`src/rtl/sort_pkg.sv`:
```
// Shared parameters and types for the min-sort datapath and its streaming controller.
package sort_pkg;

    localparam int M     = 8;
    localparam int N     = 16;
    localparam int W     = $clog2(N);
    localparam int CNT_W = $clog2(M + 1);

    typedef logic [M-1:0][N-1:0] chi_t;

    typedef enum logic {
        S_LOAD = 1'b0,
        S_EMIT = 1'b1
    } seq_state_e;

endpackage

```
`src/rtl/sort_stage.sv`:
```
// One combinational min-sort step: reports the smallest row of chi and returns chi with
// that row retired to all-ones. Ties resolve to the lowest row, so duplicates leave one at a time.
module sort_stage
    import sort_pkg::*;
(
    input  chi_t           i_chi,
    output logic [N-1:0]   o_y_q,
    output chi_t           o_chi
);

    logic [N-1:0] w_min;
    logic [W-1:0] w_idx;

    always_comb begin
        w_min = i_chi[0];
        w_idx = '0;
        for (int i = 1; i < M; i++) begin
            if (i_chi[i] < w_min) begin
                w_min = i_chi[i];
                w_idx = W'(i);
            end
        end
    end

    always_comb begin
        o_y_q = w_min;
        o_chi = i_chi;
        for (int i = 0; i < M; i++) begin
            if (w_idx == W'(i)) begin
                o_chi[i] = '1;
            end
        end
    end

endmodule

```
`src/rtl/sort_seq_ctrl.sv`:
```
// Streaming load/emit controller around sort_stage: collects a frame, then emits it sorted.
// Build option SORT_SEQ_DESC_EN: invert data on load and emit for descending output.
module sort_seq_ctrl
    import sort_pkg::*;
(
    input  logic         i_clk,
    input  logic         i_rst_n,
    input  logic         i_valid,
    input  logic [N-1:0] i_data,
    input  logic         i_last,
    output logic         o_ready,
    output logic         o_valid,
    output logic [N-1:0] o_data,
    output logic         o_last,
    input  logic         i_ready
);

    // Handshakes: a word moves on a rising edge where valid and ready are both high;
    // valid never depends on ready, and held output data is stable until accepted.

    seq_state_e       r_state;
    logic [CNT_W-1:0] r_load_cnt;
    logic [CNT_W-1:0] r_emit_cnt;
    logic [CNT_W-1:0] r_frame_cnt;
    chi_t             r_chi;

    logic [N-1:0]     w_y;
    chi_t             w_chi_next;
    logic [N-1:0]     w_din;
    logic [N-1:0]     w_dout;
    logic             w_last;
    logic             w_close;

    sort_stage u_sort_stage (
        .i_chi (r_chi),
        .o_y_q (w_y),
        .o_chi (w_chi_next)
    );

`ifdef SORT_SEQ_DESC_EN
    // Inverting both ways turns the min-first stage into a max-first one; padding stays '1.
    assign w_din  = ~i_data;
    assign w_dout = ~w_y;
`else
    assign w_din  = i_data;
    assign w_dout = w_y;
`endif

    assign w_last  = (r_state == S_EMIT) && (r_emit_cnt == (r_frame_cnt - CNT_W'(1)));
    assign w_close = i_last || (r_load_cnt == CNT_W'(M - 1));

    assign o_ready = (r_state == S_LOAD) && i_rst_n;
    assign o_valid = (r_state == S_EMIT);
    assign o_data  = (r_state == S_EMIT) ? w_dout : '0;
    assign o_last  = w_last;

    always_ff @(posedge i_clk or negedge i_rst_n) begin
        if (!i_rst_n) begin
            r_state     <= S_LOAD;
            r_load_cnt  <= '0;
            r_emit_cnt  <= '0;
            r_frame_cnt <= '0;
            r_chi       <= '1;
        end else begin
            case (r_state)
                S_LOAD: begin
                    if (i_valid) begin
                        for (int i = 0; i < M; i++) begin
                            if (r_load_cnt == CNT_W'(i)) begin
                                r_chi[i] <= w_din;
                            end
                        end
                        r_load_cnt <= r_load_cnt + CNT_W'(1);
                        if (w_close) begin
                            r_frame_cnt <= r_load_cnt + CNT_W'(1);
                            r_state     <= S_EMIT;
                        end
                    end
                end
                S_EMIT: begin
                    if (i_ready) begin
                        if (w_last) begin
                            r_chi       <= '1;
                            r_load_cnt  <= '0;
                            r_emit_cnt  <= '0;
                            r_state     <= S_LOAD;
                        end else begin
                            r_chi      <= w_chi_next;
                            r_emit_cnt <= r_emit_cnt + CNT_W'(1);
                        end
                    end
                end
                default: r_state <= S_LOAD;
            endcase
        end
    end

endmodule

```
`config.mk`:
```
export PLATFORM = sky130hd
export DESIGN_NAME = sort_seq_ctrl
export DESIGN_NICKNAME = d
export VERILOG_FILES = /design/src/rtl/sort_pkg.sv /design/src/rtl/sort_stage.sv /design/src/rtl/sort_seq_ctrl.sv
export SDC_FILE = /design/constraint.sdc
export NUM_CORES = 1
export LEC_CHECK = 0
export ABC_AREA = 1
export CAP_MARGIN = 20
export CORE_MARGIN = 2
export CORE_UTILIZATION = 40
export CTS_CLUSTER_DIAMETER = 60
export DETAILED_ROUTE_END_ITERATION = 12
export MAX_ROUTING_LAYER = met4
export PLACE_DENSITY = 0.62
export SLEW_MARGIN = 20
export SYNTH_ARGS = -nofsm -noshare
export SYNTH_HDL_FRONTEND = slang
export SYNTH_SLANG_ARGS = --single-unit
```
`constraint.sdc`:
```
create_clock -name i_clk -period 16.9 [get_ports i_clk]
set_clock_uncertainty 0.05 [all_clocks]
set_input_delay 3.38 -clock i_clk [delete_from_list [all_inputs] [get_ports i_clk]]
set_output_delay 3.38 -clock i_clk [all_outputs]
set_load 0.005 [all_outputs]
```
==> metrics list <==
- Worst Path Buf+Inv: 3
- Count of clock tree sinks: 141
* Per-instance average area after synthesis: 7.43 sq um
- In this run the most critical hold path is launched from r_chi[5].
* Die height: 161 um
- Pins Over Slew Limit: 0
* Terminus of the critical flop-to-flop path: r_chi[35]
* Post-detailed-route count of antenna-violating nets: 0
- Measured against its own limit, the worst slew margin works out to 33.4%.
- Measured in cells, the most critical reg-to-reg path has a length of 54.
* First-pass iteration count of the detailed router: 5
- At the worst endpoint, the required time is 13.47 ns.
* Largest net degree at the start of global routing: 74
- In this run the worst hold path is classified as register to register.
* Vias in the first global route: 8271
- The flow ran to the end, and the final reports show no timing, DRC or antenna violations.
* Critical setup path kind: register to output pin
- Adder-cell share of the synthesized area: 13.1%
- Minimum clock period after layout: 15.68 ns
* Crit Path Max Fanout: 34
* Clock tree from TritonCTS: yes
* Wire length of the first global-routing pass: 41900 um
- Multiplexer share of the synthesized area: 0%
- Insertion delay to the later sink of the worst-skew pair: 0.44 ns
- The critical path runs through a total of 53 cells.
* Net count of the mapped netlist: 1445
* Syn-to-layout area delta: 12.5%
* Delay contributed by the slowest stage of the critical path: 0.54 ns
- Setup violations remaining at the end of the flow were counted as 0.
- The synthesized netlist devotes 12.4% of its cell area to compound gates.
- Chip Width: 161 um
- Seq/Total Area, Yosys: 37.6%
- In this run the standard cell core region covers 24200 sq um.
- Slew of the pin with the lowest slew margin: 0.996 ns
- Max-cap violation count: 0
* Xor/xnor share of the synthesized area: 0.625%
* FFs w/ async S/R, synth: 100%
- Via density per instance: 5.23
- The congestion estimate from routability-driven global placement came to 0.883.
- Setup slack of the worst register-to-register path: 4.55 ns
- Level count of the clock H-tree: 4
- In this run, distinct cell masters in the synthesized netlist total 33.
* Starting DRT DRC Count: 635
- Of the total synthesized cell area, the portion taken by AND, OR, NAND and NOR gates is 30.0%.
* Setup repair after global routing missed its margin: false
- Wire per inst: 15.2 um
* Num ports: 40
- For this run, the total global-route usage over all layers was measured as 20.8%.
- For hold timing, the worst endpoint is r_chi[5].
- Grt ovf: 0
* Launching point of the worst reg2reg path: r_chi[11]
- Hold violation total from the final report: 0
* Antenna violations before repair: 0
* Share of layout cells above drive strength 1: 15.7%
- Count of flip-flops with a built-in enable after synthesis: 0
- Among all flip-flop cells after synthesis, the most frequent one is sky130_fd_sc_hd__dfstp_2.
- The most numerous cell type found on the critical path is sky130_fd_sc_hd__a21oi_1.
- 0 antenna diodes ended up in the layout.
- After clock tree synthesis, the clock-pin slew on the worst setup and hold paths is 0.07 ns.
* Site Rows: 57
- Layout fillers: 2401
* Number of cells produced by synthesis: 1321
* Cell at the root of the clock tree: sky130_fd_sc_hd__clkbuf_16
- Depth of the worst hold-timing path: 2
* Endpoint kind of the worst setup timing path: output pin
* Final layout net count: 1458
- During synthesis, Yosys emitted a total of 0 warnings.
- Arr. time, crit path: 12.25 ns
* Final HPWL from detailed placement: 18500 um
* Timing-limited maximum frequency: 63.8 MHz
* Dominant delay contributor by cell family on the critical path: compound AO/OA/AOI/OAI gates
* Effective utilization at floorplan: 40.6%
- For this block, the via count after detailed routing is 8731.
* Startpoint types: register
* Total DRC errors in the routed layout: 0
* Port bufs: 39
- Number of register bits inferred by synthesis: 141
- Counting along the longest clock path gives a buffer depth of 2.
- The final layout contains routed wiring with a total length of 25300 um.
- Final setup TNS: 0 ns
- Post-CTS Setup Repair Bufs: 0
* CTS buffer count: 17
- Total of hold buffers inserted after clock tree synthesis: 0
- For this design, the slowest cell found on the critical path is sky130_fd_sc_hd__dfstp_2.
- The die covers 25800 sq um.
* Post-synthesis instance area: 9820 sq um
* Combinational family with the most area after synthesis: simple AND/OR/NAND/NOR gates
* Portion of the clock cycle consumed by the worst path in the final layout: 92.8%
[what timing repair did]
item                                   CTS  global route
pin swaps                                2             0
endpoints found under the hold margin    0             0
gates cloned                             1             0
setup endpoints to repair               16            16
resized for setup                        5            21
[sequential cells by signal, indices dropped and copies added (netlist names)]
signal / cells
r_chi: 128
r_frame_cnt: 4
o_valid: 1
r_emit_cnt: 4
r_load_cnt: 4
[per-stage QoR]
stage / std cells / hold slack [ns] / setup WS (ns) / util [%] / cell area (sq um)
after floorplan: 1321 / 0.392 / 2.80 / - / 9820
final: 1671 / 0.412 / 1.22 / 45.7 / 11000
after global routing: 1671 / 0.429 / 0.157 / 45.7 / 11000
after CTS: 1671 / 0.414 / 0.225 / 45.4 / 11000
after global placement: 1638 / 0.401 / 0.578 / 43.0 / 10400
after detailed placement: 1638 / 0.403 / 0.196 / 43.0 / 10400
[routing by layer]
layer  vias to the layer above  GRT usage [%]  routed length, um
met5                         -              -                  0
met3                        32           2.89                943
met2                       163           33.7              12300
met4                         0           6.31                414
li1                       4435              -                  -
met1                      4101           27.1              11700
[cell families (layout without fill, tap and decap cells)]
family / after synthesis / count (layout)
xor gates and xnor gates: 7 / 7
adders and majority gates: 103 / 103
buffers and inverters: 142 / 167
AOI/OAI and AO/OA: 230 / 230
and+or+nand+nor: 698 / 699
DFF: 141 / 141
[area by class of cell]
cell class                      instances  area (sq um)  area share, %
Multi-Input combinational cell       1039          5600           50.7
Sequential cell                       141          3690           33.4
Timing Repair Buffer                   46           444           4.02
Clock buffer                           17           425           3.85
Tap cell                              324           405           3.67
Inverter                               89           334           3.02
Clock inverter                         15           145           1.31
[worst reg2reg max path: cells and delay by family (launching register included)]
kind                       cells  cell delay (ns)
AOI/OAI and AO/OA             26             5.77
and+or+nand+nor               20             3.80
adders and majority gates      7             2.10
DFF                            1             0.54
buffers and inverters          1             0.05
[cells in the mapped netlist, drive strengths merged (9+ instances only)]
library cell | n | area share [%]
a211oi | 10 | 0.76
nand4 | 14 | 0.96
inv | 89 | 3.4
dfrtp | 13 | 3.3
nand3 | 137 | 7.0
a21oi | 57 | 2.9
buf | 25 | 1.8
ha | 103 | 13
nor2 | 51 | 2.0
nand2 | 482 | 19
nor3 | 9 | 0.46
dfstp | 128 | 34
clkbuf | 28 | 1.1
o21ai | 152 | 7.8
[worst max-delay path by stage]
stage,from,end,slack (ns)
2_1_floorplan,r_chi[9],o_data[10],2.80
3_3_place_gp,r_chi[5],o_data[11],0.58
3_5_place_dp,r_chi[5],o_data[0],0.20
4_1_cts,r_chi[5],o_data[0],0.23
5_1_grt,r_chi[15],o_data[0],0.16
6_report,r_chi[11],o_data[0],1.22
[cells in the final DEF (no fill, tap or decap), types with 2 or more instances in the layout]
cell / n
sky130_fd_sc_hd__a21oi_1: 56
sky130_fd_sc_hd__dfrtp_1: 12
sky130_fd_sc_hd__clkbuf_16: 17
sky130_fd_sc_hd__ha_1: 103
sky130_fd_sc_hd__dfstp_2: 128
sky130_fd_sc_hd__nand2_1: 456
sky130_fd_sc_hd__buf_4: 7
sky130_fd_sc_hd__inv_6: 6
sky130_fd_sc_hd__o21ai_1: 43
sky130_fd_sc_hd__nor3_1: 9
sky130_fd_sc_hd__inv_8: 4
sky130_fd_sc_hd__nand4_1: 13
sky130_fd_sc_hd__nand2_2: 18
sky130_fd_sc_hd__nand2_4: 9
sky130_fd_sc_hd__nor2_1: 50
sky130_fd_sc_hd__xor2_1: 3
sky130_fd_sc_hd__clkinvlp_4: 3
sky130_fd_sc_hd__xnor2_1: 4
sky130_fd_sc_hd__o21ai_0: 107
sky130_fd_sc_hd__clkdlybuf4s50_1: 38
sky130_fd_sc_hd__a211oi_1: 8
sky130_fd_sc_hd__o21bai_1: 6
sky130_fd_sc_hd__inv_1: 86
sky130_fd_sc_hd__o221a_2: 2
sky130_fd_sc_hd__nand3_1: 136
sky130_fd_sc_hd__inv_2: 3
sky130_fd_sc_hd__nand3b_1: 4
Power is left out: the tool's default activity adds up to more than one toggle a clock period on the data nets, which glitch-free logic cannot reach.
